===== src/rtl/dt_walk_engine.sv =====
// rtl/dt_walk_engine.sv - table-driven decision-tree walk engine, one tree level per clock
module dt_walk_engine #(
    parameter int N_FEAT    = 12,
    parameter int CLASS_W   = 3,
    parameter int N_NODES   = 64,
    parameter int MAX_DEPTH = 16,
    localparam int ADDR_W   = $clog2(N_NODES),
    localparam int FIDX_W   = $clog2(N_FEAT),
    localparam int DEPTH_W  = $clog2(MAX_DEPTH + 1)
) (
    input  logic               clk,
    input  logic               rst_n,
    input  logic               cfg_we,
    input  logic [ADDR_W-1:0]  cfg_addr,
    input  logic               cfg_leaf,
    input  logic [FIDX_W-1:0]  cfg_feat,
    input  logic [ADDR_W-1:0]  cfg_lo,
    input  logic [ADDR_W-1:0]  cfg_hi,
    input  logic [CLASS_W-1:0] cfg_class,
    output logic               cfg_drop,
    input  logic               in_valid,
    input  logic [N_FEAT-1:0]  in_feat,
    output logic               in_ready,
    output logic               out_valid,
    output logic [CLASS_W-1:0] out_class,
    output logic               out_err,
    output logic [DEPTH_W-1:0] out_depth,
    input  logic               out_ready
);

    // Range limits widened by one bit so the comparisons never wrap.
    localparam logic [ADDR_W:0]    NODES_LIM = N_NODES[ADDR_W:0];
    localparam logic [FIDX_W:0]    FEAT_LIM  = N_FEAT[FIDX_W:0];
    localparam logic [DEPTH_W-1:0] DEPTH_MAX = MAX_DEPTH[DEPTH_W-1:0];

    // FIN is the commit cycle between the terminal node and the visible result.
    typedef enum logic [1:0] {
        IDLE = 2'd0,
        WALK = 2'd1,
        FIN  = 2'd2,
        DONE = 2'd3
    } state_t;

    state_t state, next_state;

    logic               tbl_leaf  [N_NODES];
    logic [FIDX_W-1:0]  tbl_feat  [N_NODES];
    logic [ADDR_W-1:0]  tbl_lo    [N_NODES];
    logic [ADDR_W-1:0]  tbl_hi    [N_NODES];
    logic [CLASS_W-1:0] tbl_class [N_NODES];

    logic [N_FEAT-1:0]  vec;
    logic [ADDR_W-1:0]  cur;
    logic [DEPTH_W-1:0] depth;

    logic               cur_leaf;
    logic [FIDX_W-1:0]  cur_feat;
    logic [CLASS_W-1:0] cur_class;
    logic               feat_ok;
    logic               feat_bit;
    logic [ADDR_W-1:0]  next_node;
    logic               next_ok;
    logic               depth_hit;
    logic               walk_end;

    // Combinational node read and branch decision for the current node.
    always_comb begin
        cur_leaf  = tbl_leaf[cur];
        cur_feat  = tbl_feat[cur];
        cur_class = tbl_class[cur];
        feat_ok   = ({1'b0, cur_feat} < FEAT_LIM);
        feat_bit  = feat_ok ? vec[cur_feat] : 1'b0;
        next_node = feat_bit ? tbl_hi[cur] : tbl_lo[cur];
        next_ok   = ({1'b0, next_node} < NODES_LIM);
        depth_hit = (depth == DEPTH_MAX);
        walk_end  = cur_leaf | depth_hit | ~feat_ok | ~next_ok;
    end

    // State register.
    always_ff @(posedge clk) begin
        if (!rst_n) begin
            state <= IDLE;
        end else begin
            state <= next_state;
        end
    end

    // Next-state and handshake outputs; a config write in IDLE blocks acceptance.
    always_comb begin
        next_state = state;
        in_ready   = 1'b0;
        out_valid  = 1'b0;
        case (state)
            IDLE: begin
                in_ready = ~cfg_we;
                if (in_valid && !cfg_we) begin
                    next_state = WALK;
                end
            end
            WALK: begin
                if (walk_end) begin
                    next_state = FIN;
                end
            end
            FIN: begin
                next_state = DONE;
            end
            DONE: begin
                out_valid = 1'b1;
                if (out_ready) begin
                    next_state = IDLE;
                end
            end
            default: begin
                next_state = IDLE;
            end
        endcase
    end

    // Node table: reset to all-leaf class 0; writes land only while IDLE.
    always_ff @(posedge clk) begin
        if (!rst_n) begin
            for (int i = 0; i < N_NODES; i++) begin
                tbl_leaf[i]  <= 1'b1;
                tbl_feat[i]  <= '0;
                tbl_lo[i]    <= '0;
                tbl_hi[i]    <= '0;
                tbl_class[i] <= '0;
            end
        end else if (cfg_we && state == IDLE && ({1'b0, cfg_addr} < NODES_LIM)) begin
            tbl_leaf[cfg_addr]  <= cfg_leaf;
            tbl_feat[cfg_addr]  <= cfg_feat;
            tbl_lo[cfg_addr]    <= cfg_lo;
            tbl_hi[cfg_addr]    <= cfg_hi;
            tbl_class[cfg_addr] <= cfg_class;
        end
    end

    // Walk datapath: latch the sample, step one level per cycle, capture the result.
    always_ff @(posedge clk) begin
        if (!rst_n) begin
            vec       <= '0;
            cur       <= '0;
            depth     <= '0;
            out_class <= '0;
            out_err   <= 1'b0;
            out_depth <= '0;
            cfg_drop  <= 1'b0;
        end else begin
            cfg_drop <= cfg_we & (state != IDLE);
            case (state)
                IDLE: begin
                    if (in_valid && !cfg_we) begin
                        vec   <= in_feat;
                        cur   <= '0;
                        depth <= '0;
                    end
                end
                WALK: begin
                    if (cur_leaf) begin
                        out_class <= cur_class;
                        out_err   <= 1'b0;
                        out_depth <= depth;
                    end else if (depth_hit) begin
                        out_class <= '0;
                        out_err   <= 1'b1;
                        out_depth <= DEPTH_MAX;
                    end else if (!feat_ok || !next_ok) begin
                        out_class <= '0;
                        out_err   <= 1'b1;
                        out_depth <= depth;
                    end else begin
                        cur   <= next_node;
                        depth <= depth + 1'b1;
                    end
                end
                default: begin
                end
            endcase
        end
    end

endmodule

===== config.mk =====
export PLATFORM = sky130hd
export DESIGN_NAME = dt_walk_engine
export DESIGN_NICKNAME = d
export VERILOG_FILES = /design/src/rtl/dt_walk_engine.sv
export SDC_FILE = /design/constraint.sdc
export NUM_CORES = 2
export LEC_CHECK = 0
export CELL_PAD_IN_SITES_DETAIL_PLACEMENT = 2
export CELL_PAD_IN_SITES_GLOBAL_PLACEMENT = 2
export CORE_MARGIN = 4
export CORE_UTILIZATION = 30
export DETAILED_ROUTE_END_ITERATION = 10
export PLACE_DENSITY_LB_ADDON = 0.1
export SLEW_MARGIN = 20
export SYNTH_ARGS = -nofsm -noshare
export SYNTH_HDL_FRONTEND = slang
export SYNTH_SLANG_ARGS = --single-unit

===== constraint.sdc =====
create_clock -name clk -period 5.5 [get_ports clk]
set_clock_uncertainty 0.15 [all_clocks]
set_input_delay 1.1 -clock clk [delete_from_list [all_inputs] [get_ports clk]]
set_output_delay 1.1 -clock clk [all_outputs]
set_load 0.05 [all_outputs]

==> results by group <==
Outcome
  – Outcome: completed

Worst setup path
  – CP arrival: 5.22 ns
  – CP Class: reg -> reg
  – Worst setup SP type: flip-flop
  – Req. time, crit path: 6.08 ns
  – Crit Path Max Fanout: 43
  – CP Capture Type: flip-flop

Synth
  – Avg Synthesized Cell Area: 16.02 sq um
  – Post-synth EDFFs: 1280
  – Synth unique cells: 57
  – Yosys reg bits: 1321
  – Share of flip-flops with an asynchronous set or reset: 0%
  – Cells after Synth: 3751
  – Top_reg_cell synth: edfxtp_1
  – Synth Warn #: 0
  – Seq/Total Area, Yosys: 65.33%
  – Post-Syn Area: 60090 sq um
  – Syn Nets: 3800

Clock network
  – Worst skew pair latency: 0.80 ns
  – Clock buffer depth: 3
  – # hold bufs at CTS: 0
  – Total CTS buffers: 161
  – CTS tree: built
  – H-tree depth: 4
  – Worst-path clk slew: 0.06 ns
  – Clk root buf: clkbuf_16
  – Clk sink count: 1321
  – Post-CTS sizing: 0
  – Setup Fix Bufs, Post-CTS: 0

Detailed routing
  – DRC viols: 0
  – Initial DRC Count: 2906
  – Drt pass-1 iters: 7
  – Via density: 5.060
  – Total wire length: 210500 um
  – Detailed-route wire length per cell: 31.77 um
  – Via count: 33.52k
  – Post-route ant nets: 0

Timing
  – # setup viols final: 0
  – Final TNS setup: 0 ns
  – Final Hold Fails: 0
  – Fin crit share: 84.39%
  – Fmax: 215.5 MHz
  – Worst hold slack: 0.3241 ns
  – Pins Over Slew Limit: 0
  – Worst Tran Pin Value: 1.029 ns
  – Period minus WS final: 4.641 ns
  – Slew margin rel.: 31.24%
  – RSZ-0062 raised after global routing: no

Job
  – Max_cap viols: 0

GRT
  – Initial antenna violation count: 28
  – Total GRT Usage: 20.09%
  – Largest net degree at the start of global routing: 99
  – Vias in the first global route: 35.83k
  – GRT overflow: 0
  – Global-route wire length before repair: 297400 um

Power
  – LEAKAGE: 23.71 nW
  – Pwr per Cell Area: 329.1 nW/um^2
  – VDD IR max: 0.2997 mV

Floorplan
  – Die width: 455.5 um
  – Core area: 199500 sq um
  – Die footprint: 207500 sq um
  – I/O Pins: 55
  – Initial core utilization: 30.13%
  – Row cnt: 164
  – Die span in y: 455.5 um

Finish
  – Fraction of layout cells with a size suffix above 1: 23.53%
  – Area delta synth->final: 15.29%
  – Nets: 3883

Place
  – I/O Buffers: 54
  – Dpl hpwl: 132200 um
  – Final RePlAce weighted congestion: 0.7716

Hold path
  – Hold/Removal Path Class: reg -> reg
## registers in the layout, indices dropped and copies added, names as in the netlist, 6 cells and up, named ones only
register	cells
vec	12
tbl_hi	384
tbl_leaf	64
tbl_class	192
cur	6
tbl_lo	384
tbl_feat	256
## metal layers
metal	vias up	wire [um]	track usage [%]
met5	-	0	0
met4	0	3052	3.653
met3	195	8690	2.606
met2	716	98520	32.06
met1	18440	100200	29.61
li1	14180	-	-
## cells in the mapped netlist (all sizes together), types with 3 or more instances
master	n	area, sq um
a211o	7	61.31
a211oi	3	22.52
a21boi	18	138.9
a21oi	4	20.02
a22oi	4	30.03
a31oi	6	37.54
and2	1218	7620
and3	5	31.28
buf	97	484.2
clkbuf	259	972.2
dfxtp	41	820.8
edfxtp	1280	38440
ha	6	75.07
inv	15	56.30
mux2	6	67.56
mux2i	16	160.2
mux4	402	9054
nand2	38	142.6
nand2b	6	37.54
nand3	11	55.05
nand3b	4	30.03
nand4	7	43.79
nor2	83	319.1
nor2b	21	131.4
nor3	4	20.02
nor3b	3	22.52
o211a	6	60.06
o211ai	3	22.52
o21ai	74	374.1
o221ai	7	61.31
o31ai	4	30.03
or3	65	406.6
or4	3	22.52
## metrics by stage
stage          utilization, %  area, sq um  power (mW)  worst slack (ns)  cells
2_1_floorplan               -        60090       12.30             1.262   3751
3_3_place_gp            32.31        64450       12.99            0.8330   6327
3_5_place_dp            32.31        64450       13.01            0.8052   6327
4_1_cts                 34.71        69230       23.12            0.7805   6609
5_1_grt                 34.71        69230       23.62            0.5840   6609
6_report                34.73        69270       22.80            0.8586   6625
## cell usage in the layout (no fill, tap or decap), types with 4 or more instances in the layout
master and n:
edfxtp_1 1280, and2_1 1218, mux4_2 402, buf_4 214, clkbuf_16 166, nor2_1 82
o21ai_2 65, or3_1 65, clkbuf_1 48, clkinv_1 42, dfxtp_1 37, nand2_1 34
clkdlybuf4s50_1 33, nor2b_1 21, buf_2 20, a21boi_0 17, diode_2 16, mux2i_1 16
inv_1 14, clkinv_2 13, nand3_1 9, o21ai_0 9, buf_12 9, a211o_1 7
o221ai_1 7, nand4_1 7, inv_6 6, nand2b_1 6, mux2_2 6, a31oi_1 6
o211a_1 6, ha_1 6, and3_1 5, nand3b_1 4, nand2_2 4, a22oi_1 4
nor3_1 4, o31ai_1 4
## final cells by class
type,instances,area [sq um]
fillers,19760,130200
flip-flops and latches,1321,39270
multi-input cells,2059,19580
clock buffers,214,4334
well taps,2656,3323
repair buffers,276,2217
clock inverters,68,445.4
inverters,15,61.31
diodes,16,40.04
## cells by family (layout without fill, tap and decap cells)
group	after synthesis	count (layout)	synth area share, %
AO/OA/AOI/OAI	153	153	1.689
adder cells (fa/ha/maj)	6	6	0.1249
buffers and inverters	371	573	2.517
flip-flops	1321	1321	65.33
multiplexers	424	424	15.45
other	0	16	0
AND/OR/NAND/NOR	1476	1476	14.89
## worst max-delay path, stage by stage, from the launching register on
cell      delay, ns
dfxtp_4        0.94
buf_4          0.47
mux4_2         0.55
mux2_2         0.34
a221o_1        0.36
o22a_1         0.30
mux2_2         0.32
o211ai_1       0.49
and3_1         0.41
a211o_1        0.20
## worst paths after layout
kind / start / end / slack [ns] / cells after the start
max: flip-flop / flip-flop / 0.86 / 9
min: vec[9]$_SDFFE_PN0P_ / vec[9]$_SDFFE_PN0P_ / 0.32 / 2
max reg2reg: flip-flop / flip-flop / 0.86 / 9
min reg2reg: vec[9]$_SDFFE_PN0P_ / vec[9]$_SDFFE_PN0P_ / 0.32 / 2
## power breakdown
| group | switching (mW) | leakage (nW) | internal [mW] |
|---|---|---|---|
| logic | 0.928 | 8.06 | 0.347 |
| registers | 0.121 | 13.3 | 11.4 |
| clock network | 4.39 | 2.32 | 5.65 |
(Power assumes the default switching activity.)
